`config.mk`:
```
export PLATFORM = sky130hd
export DESIGN_NAME = dma_block_sequencer_flat
export DESIGN_NICKNAME = d
export VERILOG_FILES = /design/src/rtl/dma_block_sequencer_pkg.sv /design/src/rtl/dma_block_sequencer_if.sv /design/src/rtl/dma_block_sequencer_word_counter.sv /design/src/rtl/dma_block_sequencer.sv /design/src/flat_wrapper.sv
export SDC_FILE = /design/constraint.sdc
export NUM_CORES = 1
export LEC_CHECK = 0
export ABC_CLOCK_PERIOD_IN_PS = 4000
export CAP_MARGIN = 40
export CORE_ASPECT_RATIO = 0.5
export CORE_MARGIN = 2
export CORE_UTILIZATION = 35
export DETAILED_ROUTE_END_ITERATION = 16
export GPL_ROUTABILITY_DRIVEN = 0
export GPL_TIMING_DRIVEN = 0
export PLACE_DENSITY_LB_ADDON = 0.08
export SLEW_MARGIN = 20
export SYNTH_ARGS = -nofsm -noshare
export SYNTH_HDL_FRONTEND = slang
export SYNTH_SLANG_ARGS = --single-unit
```
`constraint.sdc`:
```
create_clock -name CLK -period 4 [get_ports CLK]
set_clock_uncertainty 0.05 [all_clocks]
set_input_delay 1 -clock CLK [delete_from_list [all_inputs] [get_ports CLK]]
set_output_delay 1 -clock CLK [all_outputs]
set_load 0.005 [all_outputs]
```
`src/rtl/dma_block_sequencer_pkg.sv`:
```
// dma_block_sequencer_pkg: shared types, widths and helpers for the SD DMA block sequencer.
package dma_seq_pkg;
  localparam int BLK_SIZE_W = 12;
  localparam int BLK_CNT_W = 16;
  localparam int WORD_IDX_W = 10;
  localparam int WPB_W = 11;
  localparam int WORD_BYTES = 4;
  localparam logic [1:0] CMD_TYPE_ABORT = 2'b11;
  typedef enum logic [2:0] {IDLE, WAIT_BUF, XFER, BLOCK_END, GAP, DONE} state_e;
  function automatic logic [WPB_W-1:0] words_per_block(input logic [BLK_SIZE_W-1:0] size);
    logic [BLK_SIZE_W:0] s;
    s = {1'b0, size} + (BLK_SIZE_W+1)'(WORD_BYTES - 1);
    return s[BLK_SIZE_W:2];
  endfunction
endpackage

```
`src/rtl/dma_block_sequencer_if.sv`:
```
// dma_block_sequencer_if: register fields, buffer flags, DMA handshake and event outputs.
interface dma_block_sequencer_if;
  import dma_seq_pkg::*;
  logic Start;
  logic [BLK_SIZE_W-1:0] Block_Size;
  logic [BLK_CNT_W-1:0] Block_Count;
  logic Multi_Block;
  logic Read_Direction;
  logic Block_Count_Enable;
  logic DMA_Enable;
  logic Buffer_Read_Enable;
  logic Buffer_Write_Enable;
  logic Stop_At_Gap;
  logic Continue_Request;
  logic [1:0] Command_Type;
  logic Cmd_Issue;
  logic Dma_Ack;
  logic Dma_Req;
  logic Dma_To_Memory;
  logic Busy;
  logic Block_Done;
  logic Block_Gap_Event;
  logic Transfer_Complete;
  logic [BLK_CNT_W-1:0] Blocks_Remaining;
  logic [WORD_IDX_W-1:0] Word_Index;
  modport master (
    output Start, Block_Size, Block_Count, Multi_Block, Read_Direction, Block_Count_Enable,
           DMA_Enable, Buffer_Read_Enable, Buffer_Write_Enable, Stop_At_Gap, Continue_Request,
           Command_Type, Cmd_Issue, Dma_Ack,
    input  Dma_Req, Dma_To_Memory, Busy, Block_Done, Block_Gap_Event, Transfer_Complete,
           Blocks_Remaining, Word_Index
  );
  modport slave (
    input  Start, Block_Size, Block_Count, Multi_Block, Read_Direction, Block_Count_Enable,
           DMA_Enable, Buffer_Read_Enable, Buffer_Write_Enable, Stop_At_Gap, Continue_Request,
           Command_Type, Cmd_Issue, Dma_Ack,
    output Dma_Req, Dma_To_Memory, Busy, Block_Done, Block_Gap_Event, Transfer_Complete,
           Blocks_Remaining, Word_Index
  );
endinterface

```
`src/rtl/dma_block_sequencer_word_counter.sv`:
```
// dma_word_counter: word index within a block with terminal flag against latched words_per_block.
module dma_word_counter
  import dma_seq_pkg::*;
(
  input  logic                  clk,
  input  logic                  rst,
  input  logic                  load_i,
  input  logic                  clr_i,
  input  logic                  inc_i,
  input  logic [WPB_W-1:0]      wpb_i,
  output logic [WORD_IDX_W-1:0] idx_o,
  output logic                  last_o
);
  logic [WPB_W-1:0] wpb_q, wpb_d;
  logic [WORD_IDX_W-1:0] idx_q, idx_d;
  always_comb begin
    wpb_d = load_i ? wpb_i : wpb_q;
    idx_d = clr_i ? '0 : inc_i ? idx_q + 1'b1 : idx_q;
  end
  always_ff @(posedge clk) begin
    if (rst) begin
      wpb_q <= '0;
      idx_q <= '0;
    end else begin
      wpb_q <= wpb_d;
      idx_q <= idx_d;
    end
  end
  assign idx_o = idx_q;
  assign last_o = {1'b0, idx_q} == wpb_q - 1'b1;
endmodule

```
`src/rtl/dma_block_sequencer.sv`:
```
// dma_block_sequencer: block-by-block SD host DMA sequencing with gap stop and deferred abort.
module dma_block_sequencer
  import dma_seq_pkg::*;
(
  input logic CLK,
  input logic RESET,
  dma_block_sequencer_if.slave bus
);
  state_e state_q, state_d;
  logic [BLK_CNT_W-1:0] rem_q, rem_d;
  logic counted_q, counted_d, dir_q, dir_d, pend_q, pend_d, gap_q, gap_d;
  logic abort, start_ok, empty, buf_ok, ack, last_word, last_blk;
  assign abort = bus.Cmd_Issue && bus.Command_Type == CMD_TYPE_ABORT;
  assign start_ok = state_q == IDLE && bus.Start && bus.DMA_Enable;
  assign empty = bus.Block_Size == '0 ||
                 (bus.Multi_Block && bus.Block_Count_Enable && bus.Block_Count == '0);
  assign buf_ok = dir_q ? bus.Buffer_Read_Enable : bus.Buffer_Write_Enable;
  assign ack = state_q == XFER && bus.Dma_Ack;
  assign last_blk = counted_q && rem_q == 16'd1;
  always_comb begin
    state_d = state_q;
    case (state_q)
      IDLE:      state_d = !start_ok ? IDLE : empty ? DONE : WAIT_BUF;
      WAIT_BUF:  state_d = abort ? DONE : buf_ok ? XFER : WAIT_BUF;
      XFER:      state_d = ack && last_word ? BLOCK_END : XFER;
      BLOCK_END: state_d = last_blk || pend_q || abort ? DONE : bus.Stop_At_Gap ? GAP : WAIT_BUF;
      GAP:       state_d = abort ? DONE : bus.Continue_Request ? WAIT_BUF : GAP;
      DONE:      state_d = IDLE;
      default:   state_d = IDLE;
    endcase
  end
  // Unbounded multi-block keeps the counter parked at 0; counted mode never wraps below 0.
  always_comb begin
    counted_d = start_ok ? !bus.Multi_Block || bus.Block_Count_Enable : counted_q;
    dir_d = start_ok ? bus.Read_Direction : dir_q;
    rem_d = start_ok ? (!bus.Multi_Block ? 16'd1 : bus.Block_Count_Enable ? bus.Block_Count : '0) :
            (state_q == BLOCK_END && counted_q && rem_q != '0) ? rem_q - 1'b1 : rem_q;
    pend_d = state_q == IDLE ? 1'b0 : pend_q || (abort && (state_q == XFER || state_q == BLOCK_END));
    gap_d = state_q == BLOCK_END && state_d == GAP;
  end
  always_ff @(posedge CLK) begin
    if (RESET) begin
      state_q <= IDLE;
      rem_q <= '0;
      counted_q <= 1'b0;
      dir_q <= 1'b0;
      pend_q <= 1'b0;
      gap_q <= 1'b0;
    end else begin
      state_q <= state_d;
      rem_q <= rem_d;
      counted_q <= counted_d;
      dir_q <= dir_d;
      pend_q <= pend_d;
      gap_q <= gap_d;
    end
  end
  dma_word_counter u_word_counter (
    .clk    (CLK),
    .rst    (RESET),
    .load_i (start_ok),
    .clr_i  (start_ok || (ack && last_word)),
    .inc_i  (ack),
    .wpb_i  (words_per_block(bus.Block_Size)),
    .idx_o  (bus.Word_Index),
    .last_o (last_word)
  );
  assign bus.Dma_Req = state_q == XFER;
  assign bus.Dma_To_Memory = dir_q;
  assign bus.Busy = state_q != IDLE;
  assign bus.Block_Done = state_q == BLOCK_END;
  assign bus.Block_Gap_Event = gap_q;
  assign bus.Transfer_Complete = state_q == DONE;
  assign bus.Blocks_Remaining = rem_q;
endmodule

```
`src/flat_wrapper.sv`:
```
// flat-port wrapper written by rule: the top's interface ports become plain ports
module dma_block_sequencer_flat import dma_seq_pkg::*;
  (CLK, RESET, bus_Start, bus_Block_Size, bus_Block_Count, bus_Multi_Block, bus_Read_Direction, bus_Block_Count_Enable, bus_DMA_Enable, bus_Buffer_Read_Enable, bus_Buffer_Write_Enable, bus_Stop_At_Gap, bus_Continue_Request, bus_Command_Type, bus_Cmd_Issue, bus_Dma_Ack, bus_Dma_Req, bus_Dma_To_Memory, bus_Busy, bus_Block_Done, bus_Block_Gap_Event, bus_Transfer_Complete, bus_Blocks_Remaining, bus_Word_Index);
  dma_block_sequencer_if bus_i ();
  input logic CLK;
  input logic RESET;
  input wire logic [$bits(bus_i.Start)-1:0] bus_Start;
  input wire logic [$bits(bus_i.Block_Size)-1:0] bus_Block_Size;
  input wire logic [$bits(bus_i.Block_Count)-1:0] bus_Block_Count;
  input wire logic [$bits(bus_i.Multi_Block)-1:0] bus_Multi_Block;
  input wire logic [$bits(bus_i.Read_Direction)-1:0] bus_Read_Direction;
  input wire logic [$bits(bus_i.Block_Count_Enable)-1:0] bus_Block_Count_Enable;
  input wire logic [$bits(bus_i.DMA_Enable)-1:0] bus_DMA_Enable;
  input wire logic [$bits(bus_i.Buffer_Read_Enable)-1:0] bus_Buffer_Read_Enable;
  input wire logic [$bits(bus_i.Buffer_Write_Enable)-1:0] bus_Buffer_Write_Enable;
  input wire logic [$bits(bus_i.Stop_At_Gap)-1:0] bus_Stop_At_Gap;
  input wire logic [$bits(bus_i.Continue_Request)-1:0] bus_Continue_Request;
  input wire logic [$bits(bus_i.Command_Type)-1:0] bus_Command_Type;
  input wire logic [$bits(bus_i.Cmd_Issue)-1:0] bus_Cmd_Issue;
  input wire logic [$bits(bus_i.Dma_Ack)-1:0] bus_Dma_Ack;
  output wire logic [$bits(bus_i.Dma_Req)-1:0] bus_Dma_Req;
  output wire logic [$bits(bus_i.Dma_To_Memory)-1:0] bus_Dma_To_Memory;
  output wire logic [$bits(bus_i.Busy)-1:0] bus_Busy;
  output wire logic [$bits(bus_i.Block_Done)-1:0] bus_Block_Done;
  output wire logic [$bits(bus_i.Block_Gap_Event)-1:0] bus_Block_Gap_Event;
  output wire logic [$bits(bus_i.Transfer_Complete)-1:0] bus_Transfer_Complete;
  output wire logic [$bits(bus_i.Blocks_Remaining)-1:0] bus_Blocks_Remaining;
  output wire logic [$bits(bus_i.Word_Index)-1:0] bus_Word_Index;
  assign bus_i.Start = bus_Start;
  assign bus_i.Block_Size = bus_Block_Size;
  assign bus_i.Block_Count = bus_Block_Count;
  assign bus_i.Multi_Block = bus_Multi_Block;
  assign bus_i.Read_Direction = bus_Read_Direction;
  assign bus_i.Block_Count_Enable = bus_Block_Count_Enable;
  assign bus_i.DMA_Enable = bus_DMA_Enable;
  assign bus_i.Buffer_Read_Enable = bus_Buffer_Read_Enable;
  assign bus_i.Buffer_Write_Enable = bus_Buffer_Write_Enable;
  assign bus_i.Stop_At_Gap = bus_Stop_At_Gap;
  assign bus_i.Continue_Request = bus_Continue_Request;
  assign bus_i.Command_Type = bus_Command_Type;
  assign bus_i.Cmd_Issue = bus_Cmd_Issue;
  assign bus_i.Dma_Ack = bus_Dma_Ack;
  assign bus_Dma_Req = bus_i.Dma_Req;
  assign bus_Dma_To_Memory = bus_i.Dma_To_Memory;
  assign bus_Busy = bus_i.Busy;
  assign bus_Block_Done = bus_i.Block_Done;
  assign bus_Block_Gap_Event = bus_i.Block_Gap_Event;
  assign bus_Transfer_Complete = bus_i.Transfer_Complete;
  assign bus_Blocks_Remaining = bus_i.Blocks_Remaining;
  assign bus_Word_Index = bus_i.Word_Index;
  dma_block_sequencer u_core (.CLK(CLK), .RESET(RESET), .bus(bus_i));
endmodule
```
; Yosys cells after proc, flatten, opt, wreduce, memory -nomap -nowiden
; Index checks and enable logic that the tools add are counted.
[totals]
regBits = 44
latch_bits = 0
ramBits = 0
romBits = 0
output_inout_bits = 32
elab_cells = 64
memories = 0
[op_classes]
addsub = 4
mul = 0
div = 0
n_lt_le_gt_ge = 0
eq_ne = 9
shifts = 0
mux = 15
bitwise = 0
reduce_logical = 28
[ops]
columns = operator, count
row1 = 16-bit two-way mux, 4
row2 = 3-bit two-way mux, 7
row3 = 16-bit by 1-bit equality test with 1-bit output (second input constant), 1
row4 = 16-bit logical NOT, 1
row5 = 16-bit nonzero test, 1
row6 = 16-bit by 1-bit subtractor with 16-bit output (second input constant), 1
row7 = 3-bit case mux with 5 select lines, 1
row8 = 12-bit by 2-bit adder with 13-bit output (second input constant), 1
row9 = 1-bit logical AND, 12
row10 = 12-bit logical NOT, 1
row11 = 10-bit by 11-bit equality test with 1-bit output, 1
row12 = 11-bit by 1-bit subtractor with 11-bit output (second input constant), 1
row13 = 10-bit by 1-bit adder with 10-bit output (second input constant), 1
row14 = 3-bit equality test (second input constant), 3
row15 = 1-bit logical OR, 7
row16 = 3-bit by 2-bit equality test with 1-bit output (second input constant), 2
row17 = 2-bit OR reduction, 2
row18 = 3-bit by 1-bit equality test with 1-bit output (second input constant), 1
row19 = 3-bit logical NOT, 1
row20 = 3-bit nonzero test, 1
row21 = 2-bit equality test (second input constant), 1
row22 = 1-bit two-way mux, 2
row23 = 2-bit two-way mux, 1
row24 = 2-bit nonzero test, 1
row25 = 1-bit logical NOT, 1

; Logic depth before layout (Yosys ltp)
[logic_depth]
word_depth = 8
depth_mapped = 9
mapped_depth_nobuf = 8

; Hierarchy
; From an unflattened synthesis, not the netlist that was laid out.
[hier_totals]
hier_cells = 365
area_unflattened_um2 = 2972.9
[by_module_without_submodules]
columns = mod, instances, cells_each, area_each_um2
row1 = dma_block_sequencer, 1, 222, 1749.2
row2 = dma_word_counter, 1, 143, 1223.7

; Least setup slack after synthesis
; OpenSTA, ideal clock, no wires.
[synth_path]
path_type = input port to flip-flop
from = input port bus_Dma_Ack
to = register u_core.u_word_counter.idx_q[0] (netlist: u_core.u_word_counter.idx_o[0])
setup_time_ps = 137
t_arrival_ps = 2192
slack_ps = 1621
path_stages = 7
path_buffers = 1
path_cell_list = nor4bb_1 -> buf_2 -> o211a_1 -> and3_1 -> nand4_1 -> nor4_4 -> nor3_1
[synth_between]
elab_chain_cells = 4
[synth_rtl]
columns = item, line
row1 = "start, declared", flat_wrapper.sv:20  ; input wire logic [$bits(bus_i.Dma_Ack)-1:0] bus_Dma_Ack;
row2 = 1-bit logical AND *, dma_block_sequencer.sv:18  ; assign ack = state_q == XFER && bus.Dma_Ack;
row3 = 1-bit logical AND, dma_block_sequencer.sv:62  ; .clr_i (start_ok || (ack && last_word)),
row4 = 1-bit logical OR, dma_block_sequencer.sv:62
row5 = 2-bit OR reduction (no line), n/a
row6 = "end signal, assigned", dma_block_sequencer_word_counter.sv:26  ; idx_q <= idx_d;
row7 = "end, declared", dma_block_sequencer_word_counter.sv:15  ; logic [WORD_IDX_W-1:0] idx_q, idx_d;
; Every way passes the cells marked *; elsewhere a longest branch is shown, timed or not.
; A chain may end at the register's enable or synchronous reset.

; Worst setup path after layout
[layout_path]
from = input port bus_Dma_Ack
to = register u_core.u_word_counter.idx_q[3] (netlist: u_core.u_word_counter.idx_o[3])
; Same word-level chain as after synthesis.

==> impl_metrics.csv <==
group,metric,value,unit
layout,layout_commonest_cell,"clkdlybuf4s50_1",
setup_path,reg2reg_from,"u_core.u_word_counter.wpb_q[2]$_SDFFE_PP0P_",
clocking,cts_setup_buffers,0,
sta,holdWs,0.444,ns
clocking,path_clk_slew,0.06,ns
floorplanning,io_pins,75,
layout,final_cell_mix,"73 x clkdlybuf4s50_1, 44 x dfxtp_1, 33 x nand2_1",
layout,area_growth,37.1,%
clocking,cts_buffers,5,
place,place_hpwl,6280,um
grt,grt_first_pass_wirelength,13600,um
layout,drive_above_1_share,0.0519,
sta,rsz0062_at_grt,"no",
logic_synthesis,synth_area_leaders,"dfxtp_1 32%, xor2_1 6.7%, xnor2_1 5.8%",
setup_path,endpoint_kind,"register",
drt,first_pass_iters,5,
logic_synthesis,yosysTopAreaCell,"dfxtp_1",
hold_path,min_from,"u_core.pend_q$_SDFF_PP0_",
logic_synthesis,async_reset_ff_frac,0,
drt,drc,0,
clocking,cts_sinks,44,
sta,worst_pin_slew,0.719,ns
floorplanning,die_width,129,um
logic_synthesis,post_synth.cell_area_avg,7.99,um2
logic_synthesis,ys_types,48,
clocking,cts_tree,"yes",
sta,fmax,347,MHz
drt,avgViaCountPerCell,5.33,
logic_synthesis,seq_area_frac_synth,0.321,
floorplanning,start_util,0.367,
floorplanning,die_area,0.00860,mm2
drt,drt_iter0_drc,99,
outcome,status,"finished clean",
grt,grt_max_degree,14,
setup_path,start_kind,"input pin",
pwr,peakVddDrop,157,uV
setup_path,cp.required,4.10,ns
grt,antenna_found_initial,0,
clocking,cts_buffer_depth,2,
sta,slew_headroom,0.516,
clocking,cts.repair.resized,0,
layout,fill_cells,740,
clocking,hold_buffers,0,
grt,grt_pass1_vias,2707,
sta,setup_tns,0,ns
logic_synthesis,ys_ff_latch,44,
drt,wl_per_cell,15.2,um
drt,ant_nets,0,
setup_path,cp_slowest_cell,"clkdlybuf4s50_1",
logic_synthesis,netlist_area,0.00274,mm2
grt,grt.overflow.total,0,
place,pre_cts_slack,0.802,ns
clocking,root_buffer,"clkbuf_16",
sta,setup_violations,0,
logic_synthesis,post-synth-top-area-fraction,0.321,
drt,vias,2838,
setup_path,crit_path_max_incr_delay,0.45,ns
clocking,worst_skew_pair.late_latency,0.29,ns
floorplanning,core-area,0.00746,mm2
logic_synthesis,ys.flop_type,"dfxtp_1",
sta,finalCritPeriodShare,0.720,
logic_synthesis,ys_warn_count,0,
layout,finalNetCount,471,
logic_synthesis,synth_nets,391,
clocking,htreeDepth,2,
setup_path,worstPathArrival,2.98,ns
setup_path,worstPathCellList,"clkdlybuf4s50_1, nor4bb_1, buf_2, o211a_1, and3_1, nand4_1, nor4_4, nor3_1",
drt,wirelength,8090,um
layout,antenna_cells,0,
sta,maxSlewViolCount,0,
logic_synthesis,synth-edff-count,0,
floorplanning,dieHeight,66.6,um
pwr,p_leak,1.36,nW
hold_path,holdCritPathClass,"reg -> reg",
logic_synthesis,synth_cells,343,
job,maxCapViolCount,0,
sta,layout_setup_ws,1.12,ns
sta,fin_crit,2.88,ns
pwr,powerDensity,322,mW/mm2
setup_path,startpoint,"bus_Dma_Ack",
setup_path,path_buf_inv,2,
grt,grt.total_usage,0.203,
setup_path,worstPathMaxFanout,10,
setup_path,crit_family,"simple AND/OR/NAND/NOR gates",
setup_path,worstSetupPathType,"in -> reg",
floorplanning,rows,22,
place,io_buffer_count,73,
sta,hold_viol_final,0,
[power breakdown]
group	internal (W)	total [W]	switching (W)	leakage, nW
Clock	0.000249	0.000425	0.000176	0.0701
Combinational	0.000148	0.000298	0.000150	0.930
Sequential	0.000459	0.000488	0.0000290	0.358
Total	0.000855	0.00121	0.000354	1.36
[routing by layer]
layer / share of wire / wire length (um) / vias to the layer above / track usage
li1: - / - / 1426 / -
met1: 0.50 / 4070 / 1321 / 0.270
met2: 0.44 / 3560 / 76 / 0.334
met3: 0.043 / 349 / 15 / 0.0490
met4: 0.013 / 106 / 0 / 0.0516
met5: 0 / 0 / - / 0
[logic make-up (layout without fill, tap and decap cells)]
logic type / after synthesis / in the layout / share of synthesized area
AO/OA/AOI/OAI: 69 / 69 / 0.168
flip-flops: 44 / 44 / 0.321
AND/OR/NAND/NOR: 160 / 160 / 0.313
multiplexers: 2 / 2 / 0.00731
XOR/XNOR: 40 / 40 / 0.131
adder cells (fa/ha/maj): 5 / 5 / 0.0228
buffers and inverters: 23 / 104 / 0.0374
[worst paths after layout]
kind,endpoint,slack [ns],depth (start not counted)
min reg2reg,u_core.pend_q$_SDFF_PP0_,0.44,2
max,u_core.u_word_counter.idx_o[3]$_SDFFE_PP0P_,1.12,8
max reg2reg,u_core.u_word_counter.idx_o[3]$_SDFFE_PP0P_,1.60,7
min,u_core.pend_q$_SDFF_PP0_,0.44,2
[state kept, by name, summed over array words and instances (netlist names)]
name / cells
u_core.u_word_counter.idx_o: 10
u_core.bus.Blocks_Remaining: 16
u_core.bus.Dma_To_Memory: 1
u_core.counted_q: 1
u_core.bus.Block_Gap_Event: 1
u_core.pend_q: 1
u_core.u_word_counter.wpb_q: 11
u_core.state_q: 3
[cell usage after synthesis, drive strengths merged (3+ instances only)]
master	instances
buf	9
nor4	18
nor3b	6
a21o	4
clkbuf	7
nor2	32
nor2b	3
dfxtp	44
inv	7
xor2	21
nand3	7
a21oi	16
nand2	34
nand2b	6
xnor2	19
nand4	12
nor3	27
ha	5
a311oi	3
and3	3
o21ai	15
a211oi	13
a221oi	3
a31oi	5
[stage by stage]
step / cell area [um2] / total power, W / utilization / instances
2_1_floorplan: 2740 / 0.000673 / - / 343
3_3_place_gp: 3610 / 0.000789 / 0.483 / 524
3_5_place_dp: 3610 / 0.000794 / 0.483 / 524
4_1_cts: 3760 / 0.00122 / 0.504 / 532
5_1_grt: 3760 / 0.00127 / 0.504 / 532
6_report: 3760 / 0.00121 / 0.504 / 532
[final cells by class]
| class | instances | area [um2] | share of cell area |
|---|---|---|---|
| well taps | 108 | 135 | 0.0360 |
| plain buffers | 16 | 76.3 | 0.0203 |
| clock buffers | 7 | 143 | 0.0380 |
| inverters | 7 | 26.3 | 0.00700 |
| multi-input cells | 276 | 1760 | 0.468 |
| repair buffers | 73 | 731 | 0.195 |
| flip-flops and latches | 44 | 881 | 0.235 |
| clock inverters | 1 | 7.51 | 0.00200 |
[worst register-to-register path: cells and delay by family (launching register included)]
family | cells | cell delay [ns]
flip-flops | 1 | 0.30
XOR/XNOR | 1 | 0.17
buffers and inverters | 1 | 0.13
AND/OR/NAND/NOR | 5 | 1.60
No activity file was read; power rests on OpenSTA's default activity.
